`config.mk`:
```
export PLATFORM = sky130hd
export DESIGN_NAME = freecell_move_ctrl
export DESIGN_NICKNAME = d
export VERILOG_FILES = /design/src/rtl/freecell_pkg.sv /design/src/rtl/freecell_logic.sv /design/src/rtl/freecell_move_ctrl.sv
export SDC_FILE = /design/constraint.sdc
export NUM_CORES = 1
export LEC_CHECK = 0
export CORE_MARGIN = 1
export CORE_UTILIZATION = 48
export DETAILED_ROUTE_END_ITERATION = 10
export GPL_ROUTABILITY_DRIVEN = 1
export PLACE_DENSITY = 0.79
export SYNTH_ARGS = -nofsm -noshare
export SYNTH_HDL_FRONTEND = slang
export SYNTH_HIERARCHICAL = 1
export SYNTH_SLANG_ARGS = --single-unit
export TNS_END_PERCENT = 30
```
`constraint.sdc`:
```
create_clock -name clk -period 2.2 [get_ports clk]
set_clock_uncertainty 0.2 [all_clocks]
set_input_delay 0.66 -clock clk [delete_from_list [all_inputs] [get_ports clk]]
set_output_delay 0.66 -clock clk [all_outputs]
set_load 0.02 [all_outputs]
```
`src/rtl/freecell_pkg.sv`:
```
// -----------------------------------------------------------------------------
// freecell_pkg
// Shared definitions for the FreeCell move controller:
//   - location encoding: 0xxx tableau, 10xx free cell, 11xx home
//   - card encoding: {suit[1:0], rank[3:0]}, rank 1..13
//   - FSM state enum for freecell_move_ctrl
//   - small decode helpers for locations and cards
// -----------------------------------------------------------------------------
package freecell_pkg;

  localparam int CARD_W = 6;
  localparam int LOC_W  = 4;

  // Location prefixes (upper bits of a 4-bit location).
  localparam logic [0:0] LOC_TAB  = 1'b0;
  localparam logic [1:0] LOC_FREE = 2'b10;
  localparam logic [1:0] LOC_HOME = 2'b11;

  localparam logic [3:0] RANK_ACE     = 4'd1;
  localparam logic [9:0] MOVE_CNT_MAX = 10'd1023;

  typedef enum logic [2:0] {
    IDLE   = 3'd0,
    RD_SRC = 3'd1,
    RD_DST = 3'd2,
    CHECK  = 3'd3,
    POP    = 3'd4,
    PUSH   = 3'd5,
    RESP   = 3'd6
  } state_t;

  function automatic logic loc_is_tab(input logic [LOC_W-1:0] loc);
    return (loc[3] == LOC_TAB);
  endfunction

  function automatic logic loc_is_free(input logic [LOC_W-1:0] loc);
    return (loc[3:2] == LOC_FREE);
  endfunction

  function automatic logic loc_is_home(input logic [LOC_W-1:0] loc);
    return (loc[3:2] == LOC_HOME);
  endfunction

  function automatic logic [3:0] card_rank(input logic [CARD_W-1:0] card);
    return card[3:0];
  endfunction

  function automatic logic [1:0] card_suit(input logic [CARD_W-1:0] card);
    return card[5:4];
  endfunction

  // Suits 1 and 3 are red, 0 and 2 are black.
  function automatic logic card_red(input logic [CARD_W-1:0] card);
    return card[4];
  endfunction

endpackage

```
`src/rtl/freecell_logic.sv`:
```
// -----------------------------------------------------------------------------
// freecell_logic
// Combinational legality check for a single-card FreeCell move.
// Ports:
//   src_loc_i, dst_loc_i   source / destination location
//   src_card_i, src_empty_i top card of source and its emptiness
//   dst_card_i, dst_empty_i, dst_full_i  destination top card and status
//   legal_o                 1 when the move is legal
// Rules:
//   illegal if src==dst, source is a home cell, source empty or dest full;
//   tableau dest: empty, or top card one rank higher and opposite colour;
//   free cell dest: must be empty;
//   home dest: empty needs an ace, otherwise same suit and one rank higher.
// -----------------------------------------------------------------------------
module freecell_logic
  import freecell_pkg::*;
(
  input  logic [LOC_W-1:0]  src_loc_i,
  input  logic [LOC_W-1:0]  dst_loc_i,
  input  logic [CARD_W-1:0] src_card_i,
  input  logic              src_empty_i,
  input  logic [CARD_W-1:0] dst_card_i,
  input  logic              dst_empty_i,
  input  logic              dst_full_i,
  output logic              legal_o
);

  logic [4:0] src_rank_s;
  logic [4:0] dst_rank_s;

  // Legality decision from the registered move snapshot.
  always_comb begin
    legal_o    = 1'b0;
    // Ranks widened so rank+1 can never wrap onto a valid rank.
    src_rank_s = {1'b0, card_rank(src_card_i)};
    dst_rank_s = {1'b0, card_rank(dst_card_i)};
    if ((src_loc_i == dst_loc_i) || loc_is_home(src_loc_i) || src_empty_i || dst_full_i) begin
      legal_o = 1'b0;
    end else if (loc_is_tab(dst_loc_i)) begin
      legal_o = dst_empty_i ||
                ((dst_rank_s == (src_rank_s + 5'd1)) &&
                 (card_red(dst_card_i) != card_red(src_card_i)));
    end else if (loc_is_free(dst_loc_i)) begin
      legal_o = dst_empty_i;
    end else begin
      if (dst_empty_i) begin
        legal_o = (card_rank(src_card_i) == RANK_ACE);
      end else begin
        legal_o = (card_suit(dst_card_i) == card_suit(src_card_i)) &&
                  (src_rank_s == (dst_rank_s + 5'd1));
      end
    end
  end

endmodule

```
`src/rtl/freecell_move_ctrl.sv`:
```
// -----------------------------------------------------------------------------
// freecell_move_ctrl
// Executes one FreeCell card move per request: reads source and destination
// through a combinational board read port, checks legality, then pops the
// source and pushes the card onto the destination, and reports the outcome.
// Ports:
//   clk, rst                       clock, async active-high reset
//   req_valid/req_ready            request handshake (ready only in IDLE)
//   req_src, req_dst               move locations
//   rd_loc -> rd_card/rd_empty/rd_full   same-cycle board read
//   pop_en/pop_loc, push_en/push_loc/push_card   board write strobes
//   rsp_valid, rsp_ok              one-cycle completion pulse and result
//   move_count                     legal moves performed (FREECELL_MOVE_CNT_EN)
// Configuration macro: FREECELL_MOVE_CNT_EN adds the saturating move counter.
// Latency from accept edge to the edge sampling rsp_valid: 6 legal, 4 illegal.
// -----------------------------------------------------------------------------
module freecell_move_ctrl
  import freecell_pkg::*;
(
  input  logic              clk,
  input  logic              rst,
  input  logic              req_valid,
  output logic              req_ready,
  input  logic [LOC_W-1:0]  req_src,
  input  logic [LOC_W-1:0]  req_dst,
  output logic [LOC_W-1:0]  rd_loc,
  input  logic [CARD_W-1:0] rd_card,
  input  logic              rd_empty,
  input  logic              rd_full,
  output logic              pop_en,
  output logic [LOC_W-1:0]  pop_loc,
  output logic              push_en,
  output logic [LOC_W-1:0]  push_loc,
  output logic [CARD_W-1:0] push_card,
  output logic              rsp_valid,
  output logic              rsp_ok
`ifdef FREECELL_MOVE_CNT_EN
  ,
  output logic [9:0]        move_count
`endif
);

  state_t            state_q, state_d;
  logic [LOC_W-1:0]  src_q, src_d;
  logic [LOC_W-1:0]  dst_q, dst_d;
  logic [CARD_W-1:0] src_card_q, src_card_d;
  logic [CARD_W-1:0] dst_card_q, dst_card_d;
  logic              src_empty_q, src_empty_d;
  logic              dst_empty_q, dst_empty_d;
  logic              dst_full_q, dst_full_d;
  logic              ok_q, ok_d;
  logic              legal_s;

  // Legality only ever sees the registered snapshot, never the live read port.
  freecell_logic u_logic (
    .src_loc_i   (src_q),
    .dst_loc_i   (dst_q),
    .src_card_i  (src_card_q),
    .src_empty_i (src_empty_q),
    .dst_card_i  (dst_card_q),
    .dst_empty_i (dst_empty_q),
    .dst_full_i  (dst_full_q),
    .legal_o     (legal_s)
  );

  // State and move snapshot registers.
  always_ff @(posedge clk or posedge rst) begin
    if (rst) begin
      state_q     <= IDLE;
      src_q       <= {LOC_W{1'b0}};
      dst_q       <= {LOC_W{1'b0}};
      src_card_q  <= {CARD_W{1'b0}};
      dst_card_q  <= {CARD_W{1'b0}};
      src_empty_q <= 1'b0;
      dst_empty_q <= 1'b0;
      dst_full_q  <= 1'b0;
      ok_q        <= 1'b0;
    end else begin
      state_q     <= state_d;
      src_q       <= src_d;
      dst_q       <= dst_d;
      src_card_q  <= src_card_d;
      dst_card_q  <= dst_card_d;
      src_empty_q <= src_empty_d;
      dst_empty_q <= dst_empty_d;
      dst_full_q  <= dst_full_d;
      ok_q        <= ok_d;
    end
  end

  // Next-state and Moore output decode.
  always_comb begin
    state_d     = state_q;
    src_d       = src_q;
    dst_d       = dst_q;
    src_card_d  = src_card_q;
    dst_card_d  = dst_card_q;
    src_empty_d = src_empty_q;
    dst_empty_d = dst_empty_q;
    dst_full_d  = dst_full_q;
    ok_d        = ok_q;
    req_ready   = 1'b0;
    rd_loc      = {LOC_W{1'b0}};
    pop_en      = 1'b0;
    pop_loc     = {LOC_W{1'b0}};
    push_en     = 1'b0;
    push_loc    = {LOC_W{1'b0}};
    push_card   = {CARD_W{1'b0}};
    rsp_valid   = 1'b0;
    rsp_ok      = 1'b0;
    case (state_q)
      IDLE: begin
        req_ready = 1'b1;
        if (req_valid) begin
          src_d   = req_src;
          dst_d   = req_dst;
          state_d = RD_SRC;
        end else begin
          state_d = IDLE;
        end
      end
      RD_SRC: begin
        rd_loc      = src_q;
        src_card_d  = rd_card;
        src_empty_d = rd_empty;
        state_d     = RD_DST;
      end
      RD_DST: begin
        rd_loc      = dst_q;
        dst_card_d  = rd_card;
        dst_empty_d = rd_empty;
        dst_full_d  = rd_full;
        state_d     = CHECK;
      end
      CHECK: begin
        ok_d = legal_s;
        if (legal_s) begin
          state_d = POP;
        end else begin
          state_d = RESP;
        end
      end
      POP: begin
        pop_en  = 1'b1;
        pop_loc = src_q;
        state_d = PUSH;
      end
      PUSH: begin
        push_en   = 1'b1;
        push_loc  = dst_q;
        push_card = src_card_q;
        state_d   = RESP;
      end
      RESP: begin
        rsp_valid = 1'b1;
        rsp_ok    = ok_q;
        state_d   = IDLE;
      end
      default: begin
        state_d = IDLE;
      end
    endcase
  end

`ifdef FREECELL_MOVE_CNT_EN
  logic [9:0] cnt_q, cnt_d;

  // Saturating count of performed moves, bumped as the push strobe fires.
  always_comb begin
    if ((state_q == PUSH) && (cnt_q != MOVE_CNT_MAX)) begin
      cnt_d = cnt_q + 10'd1;
    end else begin
      cnt_d = cnt_q;
    end
  end

  // Move counter register.
  always_ff @(posedge clk or posedge rst) begin
    if (rst) begin
      cnt_q <= 10'd0;
    end else begin
      cnt_q <= cnt_d;
    end
  end

  assign move_count = cnt_q;
`endif

endmodule

```
Yosys cells after proc, flatten, opt, wreduce, memory -nomap -nowiden
Index checks and enable logic that the tools add are counted.
- muxes and demuxes: 16
- $add $sub $neg: 2
- equal/unequal tests: 14
- reductions and logical operators: 8
- operators with widths (operator ; count):
    3-bit case mux with 6 select lines ; 1
    4-bit by 1-bit adder with 5-bit output (second input constant) ; 2
    4-bit by 5-bit equality test with 1-bit output ; 2
    1-bit 2-to-1 mux ; 10
    3-bit equality test (second input constant) ; 3
    4-bit 2-to-1 mux ; 2
    4-bit case mux with 2 select lines ; 1
    3-bit by 2-bit equality test with 1-bit output (second input constant) ; 2
    6-bit 2-to-1 mux ; 1
    2-bit equality test (second input constant) ; 2
    4-bit by 1-bit equality test with 1-bit output (second input constant) ; 1
    4-bit equality test ; 1
    1-bit logical OR ; 4
    3-bit by 1-bit equality test with 1-bit output (second input constant) ; 1
    3-bit logical NOT ; 1
    2-bit equality test ; 1
    1-bit logical AND ; 2
    2-bit 2-to-1 mux ; 1
    2-bit AND reduction ; 1
    1-bit != test ; 1
- flip-flop bits (word level): 27
- input port bits: 19
- word-level logic and storage cells: 49
- output and inout bits: 23

Logic depth before layout (Yosys ltp)
Gate-level depths: netlist (run 1).
- depth after elaboration: 9
- depth in mapped cells: 8
- gate-level depth less buffers: 8

Modules after synthesis
The synthesis (run 1) kept the hierarchy.
- by module, submodules not included (module ; seq. area each (sq um) ; cells an instance ; area each (sq um) ; instances):
    freecell_move_ctrl ; 675.6 ; 101 ; 1301.2 ; 1
    freecell_logic ; 0.0 ; 41 ; 307.8 ; 1

Worst setup path before layout (run 1)
OpenSTA, ideal clock, no wires.
- path kind: flip-flop to output port
- from: register state_q[0]
- to: output rd_loc[1]
- slack: 61 ps
- stages on the path, launching flop included: 5
- data required time: 1340 ps
- arrival: 1279 ps
- path through: dfrtp_1 -> buf_4 -> clkbuf_1 -> nand3b_1 -> a21oi_1
- cells in the longest elaborated chain, start to end: 2
- ends and longest elaborated chain (item ; RTL line ; RTL):
    start, declared ; freecell_move_ctrl.sv:43 ; state_t state_q, state_d;
    start signal, assigned ; freecell_move_ctrl.sv:79 ; state_q <= state_d;
    3-bit by 2-bit equality test with 1-bit output / 3-bit by 1-bit equality test with 1-bit output (equally long branches) ; freecell_move_ctrl.sv:111 ; case (state_q)
    4-bit case mux with 2 select lines * ; freecell_move_ctrl.sv:111 ;
    end, declared ; freecell_move_ctrl.sv:26 ; output logic [LOC_W-1:0] rd_loc,
Every way passes the cells marked *; elsewhere a longest branch is shown, timed or not.

Final worst setup path (run 1)
- from: register state_q[0]
- to: output push_loc[0]
- cells in the longest elaborated chain, start to end: 2
- ends and longest elaborated chain (item ; RTL line ; RTL):
    3-bit equality test ; freecell_move_ctrl.sv:111 ;
    4-bit 2-to-1 mux ; freecell_move_ctrl.sv:111 ;
    end, declared ; freecell_move_ctrl.sv:33 ; output logic [LOC_W-1:0] push_loc,
No other way between the ends.

==> results of run 1 <==
layout make-up:
type / count / area [um^2] / area share (%)
multi-input combinational: 106 / 956 / 40.6
clock buffer: 3 / 22.5 / 0.957
tap: 44 / 55.1 / 2.34
timing repair buffer: 66 / 628 / 26.7
clock inverter: 1 / 7.51 / 0.319
sequential: 27 / 676 / 28.7
inverter: 2 / 7.51 / 0.319
worst max-delay path by stage:
| stage | from | to | slack [ps] |
|---|---|---|---|
| 2_1_floorplan | state_q[0] | rd_loc[1] | 60 |
| 3_3_place_gp | state_q[0] | pop_loc[0] | -160 |
| 3_5_place_dp | state_q[0] | pop_loc[1] | -230 |
| 4_1_cts | state_q[2] | push_loc[1] | -90 |
| 5_1_grt | state_q[0] | rd_loc[1] | -160 |
| 6_report | state_q[0] | push_loc[0] | -90 |
flip-flops by register name (all words and copies together), names as in the netlist:
register and flops:
state_q 3, dst_full_q 1, ok_q 1, dst_card_q 6, dst_q 4, src_card_q 6, src_empty_q 1, dst_empty_q 1
src_q 4
routing by layer:
metal	vias to the layer above	GRT usage [%]	share of wire (%)
li1	635	-	-
met1	664	32.0	43
met2	36	40.0	53
met3	2	4.76	4.2
met4	0	4.65	0.45
met5	-	0	0
repair_timing:
item                                    4_1_cts  5_1_grt
pin swaps                                     8        3
gates cloned                                  0        1
gates resized for setup                     149       11
buffers inserted                              0        1
endpoints found under the setup margin       23       24
worst register-to-register path: cells and delay by family, from the launching register on:
kind	cells	cell delay, ps
buffers and inverters	1	70
AOI/OAI and AO/OA	4	680
adders and majority gates	1	290
xor gates and xnor gates	1	200
DFF	1	480
and+or+nand+nor	1	100
kinds of logic (layout without fill, tap and decap cells):
| family | Yosys count | after routing |
|---|---|---|
| AO/OA/AOI/OAI | 16 | 16 |
| AND/OR/NAND/NOR | 50 | 50 |
| adder cells (fa/ha/maj) | 3 | 3 |
| XOR/XNOR | 13 | 13 |
| flip-flops | 27 | 27 |
| buffers and inverters | 9 | 72 |
| multiplexers | 24 | 24 |
power groups by stage:
stage / clock, mW / sequential [mW] / combinational (mW)
floorplan: 0 / 0.989 / 1.25
global placement: 0 / 0.989 / 1.85
detailed placement: 0 / 1.02 / 1.91
CTS: 0.223 / 1.02 / 1.99
global route: 0.248 / 1.07 / 2.28
finish: 0.214 / 1.02 / 2.11
layout by cell type, fill, tap and decap left out, types with 2 or more instances in the layout:
cell type / instances
a211oi_1: 2
a21oi_1: 4
a21oi_2: 2
a31oi_1: 2
and2_4: 10
and3_1: 4
buf_4: 23
buf_6: 24
clkbuf_4: 3
clkdlybuf4s50_1: 18
dfrtp_1: 27
ha_1: 3
inv_1: 2
mux2_2: 24
nand2_1: 6
nand3_1: 3
nand3b_1: 10
nor3_1: 5
nor3b_4: 2
o21ai_0: 2
xnor2_1: 7
xor2_1: 4
metrics by stage:
step / cells / cell area (um^2) / setup TNS, ps / util (%) / setup WS (ps)
2_1_floorplan: 142 / 1610 / 0 / - / 60.8
3_3_place_gp: 243 / 2210 / -2890 / 70.6 / -159
3_5_place_dp: 243 / 2210 / -3780 / 70.6 / -228
4_1_cts: 247 / 2290 / -1090 / 73.3 / -87.2
5_1_grt: 249 / 2350 / -2490 / 75.2 / -157
6_report: 249 / 2350 / -1140 / 75.2 / -91.4
==> impl_metrics.sql, run 1 <==
INSERT INTO impl_metrics (metric_group, metric, value, unit) VALUES
('timing', 'timing.final.setup_violations', '20', ''),
('global_routing', 'grt_start_max_net_pins', '28', ''),
('die', 'die_x', '59.9', 'um'),
('timing', 'unrepaired_setup_endpoints_after_global_routing', 'true', ''),
('layout', 'fillerInstances', '220', ''),
('clock_tree', 'worst_skew_pair.late_latency', '320', 'ps'),
('power_and_ir_drop', 'power.switching', '1.39', 'mW'),
('placed_design', 'finalWeightedCongestion', '0.806', ''),
('timing', 'hold_ws', '343', 'ps'),
('drt', 'routed_wl', '3790', 'um'),
('worst_hold_path', 'min_from', 'src_empty_q', ''),
('logic_synthesis', 'syn-mean-instance-area', '11.3', 'um^2'),
('worst_setup_path', 'cpPeakStageDelay', '450', 'ps'),
('logic_synthesis', 'muxShareOfSynthArea', '16.8', '%'),
('die', 'coreArea', '0.00313', 'mm^2'),
('layout', 'drive_above_1_share', '48.3', '%'),
('worst_setup_path', 'timing.critical_path.from_type', 'flip-flop', ''),
('clock_tree', 'clkSinkCount', '27', ''),
('worst_setup_path', 'worst_r2r_endpoint', 'state_q[1]', ''),
('logic_synthesis', 'synth_seq_area_share', '42.0', '%'),
('worst_setup_path', 'reg2reg_setup_slack', '80', 'ps'),
('placed_design', 'dp.final_hpwl', '2820', 'um'),
('worst_hold_path', 'whs_path_depth', '1', ''),
('power_and_ir_drop', 'p_total', '3.34', 'mW'),
('layout', 'flow.area_growth_from_synthesis', '46.2', '%'),
('power_and_ir_drop', 'power.leakage', '1.06', 'nW'),
('logic_synthesis', 'synth_async_sr_flop_share', '100', '%'),
('drt', 'via_per_inst', '5.37', ''),
('drt', 'detailroute.via_count', '1337', ''),
('die', 'die_height', '59.9', 'um'),
('run', 'max-cap-violations', '0', ''),
('drt', 'violation_count_after_the_first_detailed_route_iteration', '27', ''),
('worst_hold_path', 'hold-path-endpoint', 'src_empty_q', ''),
('drt', 'post_drt_wl_per_cell', '15.2', 'um'),
('global_routing', 'grt_remaining_overflow', '0', ''),
('timing', 'layout_setup_ws', '-91.4', 'ps'),
('die', 'initial_utilization', '51.4', '%'),
('clock_tree', 'cts_buffer_depth', '2', ''),
('clock_tree', 'clock-root-buffer', 'clkbuf_4', ''),
('worst_hold_path', 'worst_min_path_class', 'reg2reg', ''),
('global_routing', 'grt_pass1_vias', '1329', ''),
('logic_synthesis', 'post-synth-top-area-fraction', '42.0', '%'),
('worst_setup_path', 'crit_path_max_fanout', '6', ''),
('global_routing', 'first_pass_grt_wire_length', '6280', 'um'),
('worst_setup_path', 'timing.critical_path.arrival', '1430', 'ps'),
('logic_synthesis', 'synth.area.top_cells', 'dfrtp_1, mux2_2, nand3b_1', ''),
('die', 'die_area', '0.00359', 'mm^2'),
('worst_setup_path', 'critical_path.top_delay_family', 'flip-flops', ''),
('placed_design', 'portBuffers', '41', ''),
('clock_tree', 'ctsHoldBuffers', '0', ''),
('power_and_ir_drop', 'p_clk_share', '6.4', '%'),
('logic_synthesis', 'synth_fa_ha_area_share', '2.33', '%'),
('logic_synthesis', 'largest_family_of_logic_cells_by_synthesized_area', 'simple AND/OR/NAND/NOR gates', ''),
('global_routing', 'grt_usage', '23.9', '%'),
('timing', 'crit_share_post_route', '104', '%'),
('worst_setup_path', 'worst-r2r-cell-count', '8', ''),
('run_status', 'run_status', 'complete, but fails checks', ''),
('power_and_ir_drop', 'comb_power_share', '63.1', '%'),
('worst_setup_path', 'cpMaxStageDelayCell', 'dfrtp_1', ''),
('clock_tree', 'cts_tree', 'yes', ''),
('run_status', 'violations_in_the_final_reports', 'setup timing', ''),
('worst_setup_path', 'timing_worst_setup_path_type', 'reg2out', ''),
('worst_setup_path', 'worst_setup_path_end_kind', 'output pin', ''),
('logic_synthesis', 'synth.yosys.warnings', '6', ''),
('worst_setup_path', 'critPathMostFrequentCell', 'buf_6', ''),
('logic_synthesis', 'most_repeated_cell_in_the_gate_level_netlist_after_synthesis', 'dfrtp_1', ''),
('layout', 'finalNetCount', '228', ''),
('logic_synthesis', 'synth_seq_cells', '27', ''),
('timing', 'max_freq', '436', 'MHz'),
('worst_setup_path', 'cp_data_required_time', '1340', 'ps'),
('die', 'num_io_pins', '42', '');
Power figures use the tool's default switching activity.
==> inputs of run 2 (changes only) <==
--- a/config.mk
+++ b/config.mk
@@ -5,6 +5,8 @@
 export SDC_FILE = /design/constraint.sdc
 export NUM_CORES = 1
 export LEC_CHECK = 0
+export ABC_CLOCK_PERIOD_IN_PS = 2200
+export CAP_MARGIN = 10
 export CORE_MARGIN = 1
 export CORE_UTILIZATION = 48
 export DETAILED_ROUTE_END_ITERATION = 10
==> results of run 2 <==
Final layout, timing and power as in run 1 (identical DEF).
==> inputs of run 3 (changes only) <==
--- a/config.mk
+++ b/config.mk
@@ -16,4 +16,4 @@
 export SYNTH_HDL_FRONTEND = slang
 export SYNTH_HIERARCHICAL = 1
 export SYNTH_SLANG_ARGS = --single-unit
-export TNS_END_PERCENT = 30
+export TNS_END_PERCENT = 10
==> run 3 against run 2 <==
Compared with the run above: the flow still finishes with violations (setup timing); critical path type unchanged; largest power group unchanged; cell count fell by 0.80%; worst setup slack improved by 14 ps; sequential share of layout area rose by 0.40 points.
==> impl_metrics.sql, run 3 (synthesized netlist as in run 1, its figures left out) <==
INSERT INTO impl_metrics (metric_group, metric, value, unit) VALUES
('worst_setup_path', 'crit_path_max_fanout', '6', ''),
('timing', 'headroom_to_the_max_slew_limit', '68.0', '%'),
('worst_setup_path', 'cp_data_required_time', '1340', 'ps'),
('placed_design', 'dp.final_hpwl', '2820', 'um'),
('worst_setup_path', 'cpPeakStageDelay', '430', 'ps'),
('worst_hold_path', 'worst_min_path_class', 'reg2reg', ''),
('worst_setup_path', 'timing_worst_setup_path_type', 'reg2out', ''),
('clock_tree', 'post-cts-setup-buffer-count', '0', ''),
('die', 'die_height', '59.9', 'um'),
('die', 'initial_utilization', '51.4', '%'),
('clock_tree', 'clock-root-buffer', 'clkbuf_4', ''),
('die', 'die_area', '0.00359', 'mm^2'),
('timing', 'max_freq', '439', 'MHz'),
('placed_design', 'finalWeightedCongestion', '0.806', ''),
('run_status', 'violations_in_the_final_reports', 'setup timing', ''),
('global_routing', 'grt_usage', '23.9', '%'),
('run', 'max-cap-violations', '0', ''),
('die', 'cell_row_count', '20', ''),
('clock_tree', 'h-tree-depth', '1', ''),
('power_and_ir_drop', 'power.leakage', '1.04', 'nW'),
('die', 'coreArea', '0.00313', 'mm^2'),
('clock_tree', 'worst_skew_pair.late_latency', '320', 'ps'),
('layout', 'finalNetCount', '226', ''),
('layout', 'final_area', '0.00232', 'mm^2'),
('timing', 'unrepaired_setup_endpoints_after_global_routing', 'true', ''),
('layout', 'postLayoutCoreUtil', '74.2', '%'),
('die', 'num_io_pins', '42', ''),
('worst_setup_path', 'cpMaxStageDelayCell', 'dfrtp_1', ''),
('timing', 'slew_violations', '0', ''),
('clock_tree', 'tritoncts.num_buffers', '3', ''),
('worst_setup_path', 'critPathMostFrequentCell', 'buf_6', ''),
('drt', 'detailroute.via_count', '1289', ''),
('timing', 'layout_min_cycle_time', '2280', 'ps'),
('timing', 'layout_setup_ws', '-77.6', 'ps'),
('run_status', 'run_status', 'complete, but fails checks', ''),
('clock_tree', 'cts_buffer_depth', '2', ''),
('worst_setup_path', 'timing.critical_path.arrival', '1420', 'ps'),
('drt', 'routed_wl', '3670', 'um'),
('layout', 'mostFrequentLayoutCell', 'dfrtp_1', ''),
('drt', 'post_drt_wl_per_cell', '14.9', 'um'),
('worst_setup_path', 'crit_chain', 'and3b_2, buf_6, and2_4, buf_6', ''),
('clock_tree', 'clk_pin_slew_worst_paths', '140', 'ps'),
('clock_tree', 'clkSinkCount', '27', ''),
('global_routing', 'first_pass_grt_wire_length', '6280', 'um'),
('die', 'die_x', '59.9', 'um'),
('worst_setup_path', 'path_buf_inv', '2', ''),
('timing', 'timing.final.setup_violations', '18', ''),
('drt', 'ant_nets', '0', ''),
('drt', 'violation_count_after_the_first_detailed_route_iteration', '30', ''),
('global_routing', 'grt_pass1_vias', '1329', ''),
('timing', 'finalHoldViolations', '0', ''),
('placed_design', 'placed_area', '0.00221', 'mm^2'),
('worst_setup_path', 'reg2reg_setup_slack', '140', 'ps'),
('layout', 'flow.area_growth_from_synthesis', '44.2', '%'),
('clock_tree', 'ctsHoldBuffers', '0', ''),
('power_and_ir_drop', 'peakVddDrop', '663', 'uV'),
('timing', 'worst_pin_slew', '479', 'ps'),
('drt', 'firstDrtPassIters', '4', ''),
('layout', 'largest_registers', 'dst_card_q (6), src_card_q (6)', ''),
('power_and_ir_drop', 'power-per-cell-area', '1400', 'mW/mm^2'),
('timing', 'crit_share_post_route', '104', '%'),
('worst_setup_path', 'critical_path.top_delay_family', 'flip-flops', ''),
('layout', 'drive_above_1_share', '47.8', '%'),
('drt', 'via_per_inst', '5.22', ''),
('layout', 'most-common-layout-cells', 'dfrtp_1, mux2_2, buf_4, buf_6, clkdlybuf4s50_1', ''),
('clock_tree', 'cts_tree', 'yes', ''),
('global_routing', 'grt_remaining_overflow', '0', ''),
('global_routing', 'grt_antenna_before_repair', '0', ''),
('placed_design', 'portBuffers', '41', ''),
('worst_setup_path', 'worst_setup_path_end_kind', 'output pin', ''),
('worst_setup_path', 'timing.critical_path.from_type', 'flip-flop', ''),
('global_routing', 'grt_start_max_net_pins', '28', ''),
('drt', 'route.detailed.drc', '0', ''),
('layout', 'insertedDiodeCount', '0', '');
run 3: per-stage QoR:
stage | cells | hold WS (ps) | total power [mW] | TNS [ps] | worst slack, ps
floorplan | 142 | 272 | 2.24 | 0 | 60.8
global placement | 243 | 283 | 2.84 | -2890 | -159
detailed placement | 243 | 315 | 2.93 | -3780 | -228
CTS | 247 | 349 | 3.23 | -1090 | -87.2
global route | 247 | 363 | 3.51 | -2120 | -150
finish | 247 | 344 | 3.26 | -907 | -77.6
run 3: worst reg2reg max path, cell delays in order (launching register included):
cell	delay (ps)
dfrtp_1	480
ha_1	260
xor2_1	170
nor3_1	60
a31oi_1	190
o41ai_2	80
o211a_1	250
mux2_2	270
run 3: worst paths after layout:
path                                 endpoint  depth (start not counted)     startpoint
worst min-delay path              src_empty_q                          1    src_empty_q
max in group asynchronous       dst_card_q[4]                          3            rst
worst min register to register    src_empty_q                          1    src_empty_q
worst max register to register           ok_q                          7  src_card_q[0]
worst max-delay path              push_loc[0]                          4     state_q[2]
min in group asynchronous            dst_q[0]                          3            rst
run 3: layout make-up:
| type | count | area, um^2 |
|---|---|---|
| Sequential cell | 27 | 676 |
| Timing Repair Buffer | 64 | 602 |
| Tap cell | 44 | 55.1 |
| Multi-Input combinational cell | 106 | 950 |
| Clock buffer | 3 | 22.5 |
| Clock inverter | 1 | 7.51 |
| Inverter | 2 | 7.51 |
| Fill cell | 227 | 808 |
run 3: routing by layer:
metal  up-vias  track usage (%)  part of all wire [%]
li1        630                -                     -
met1       631             32.0                    44
met2        26             40.0                    52
met3         2             4.76                   3.2
met4         0             4.65                  0.49
met5         -                0                     0
run 3: what timing repair did:
item / CTS / global route
pin swaps: 8 / 1
resized for setup: 149 / 6
endpoints found under the setup margin: 23 / 24
run 3: report_power, final:
part	internal (mW)	total (mW)	switching, mW	leakage (nW)
clock	0.0694	0.213	0.144	0.0139
combinational	1.10	2.03	0.927	0.707
sequential	0.750	1.02	0.268	0.322
total	1.92	3.26	1.34	1.04
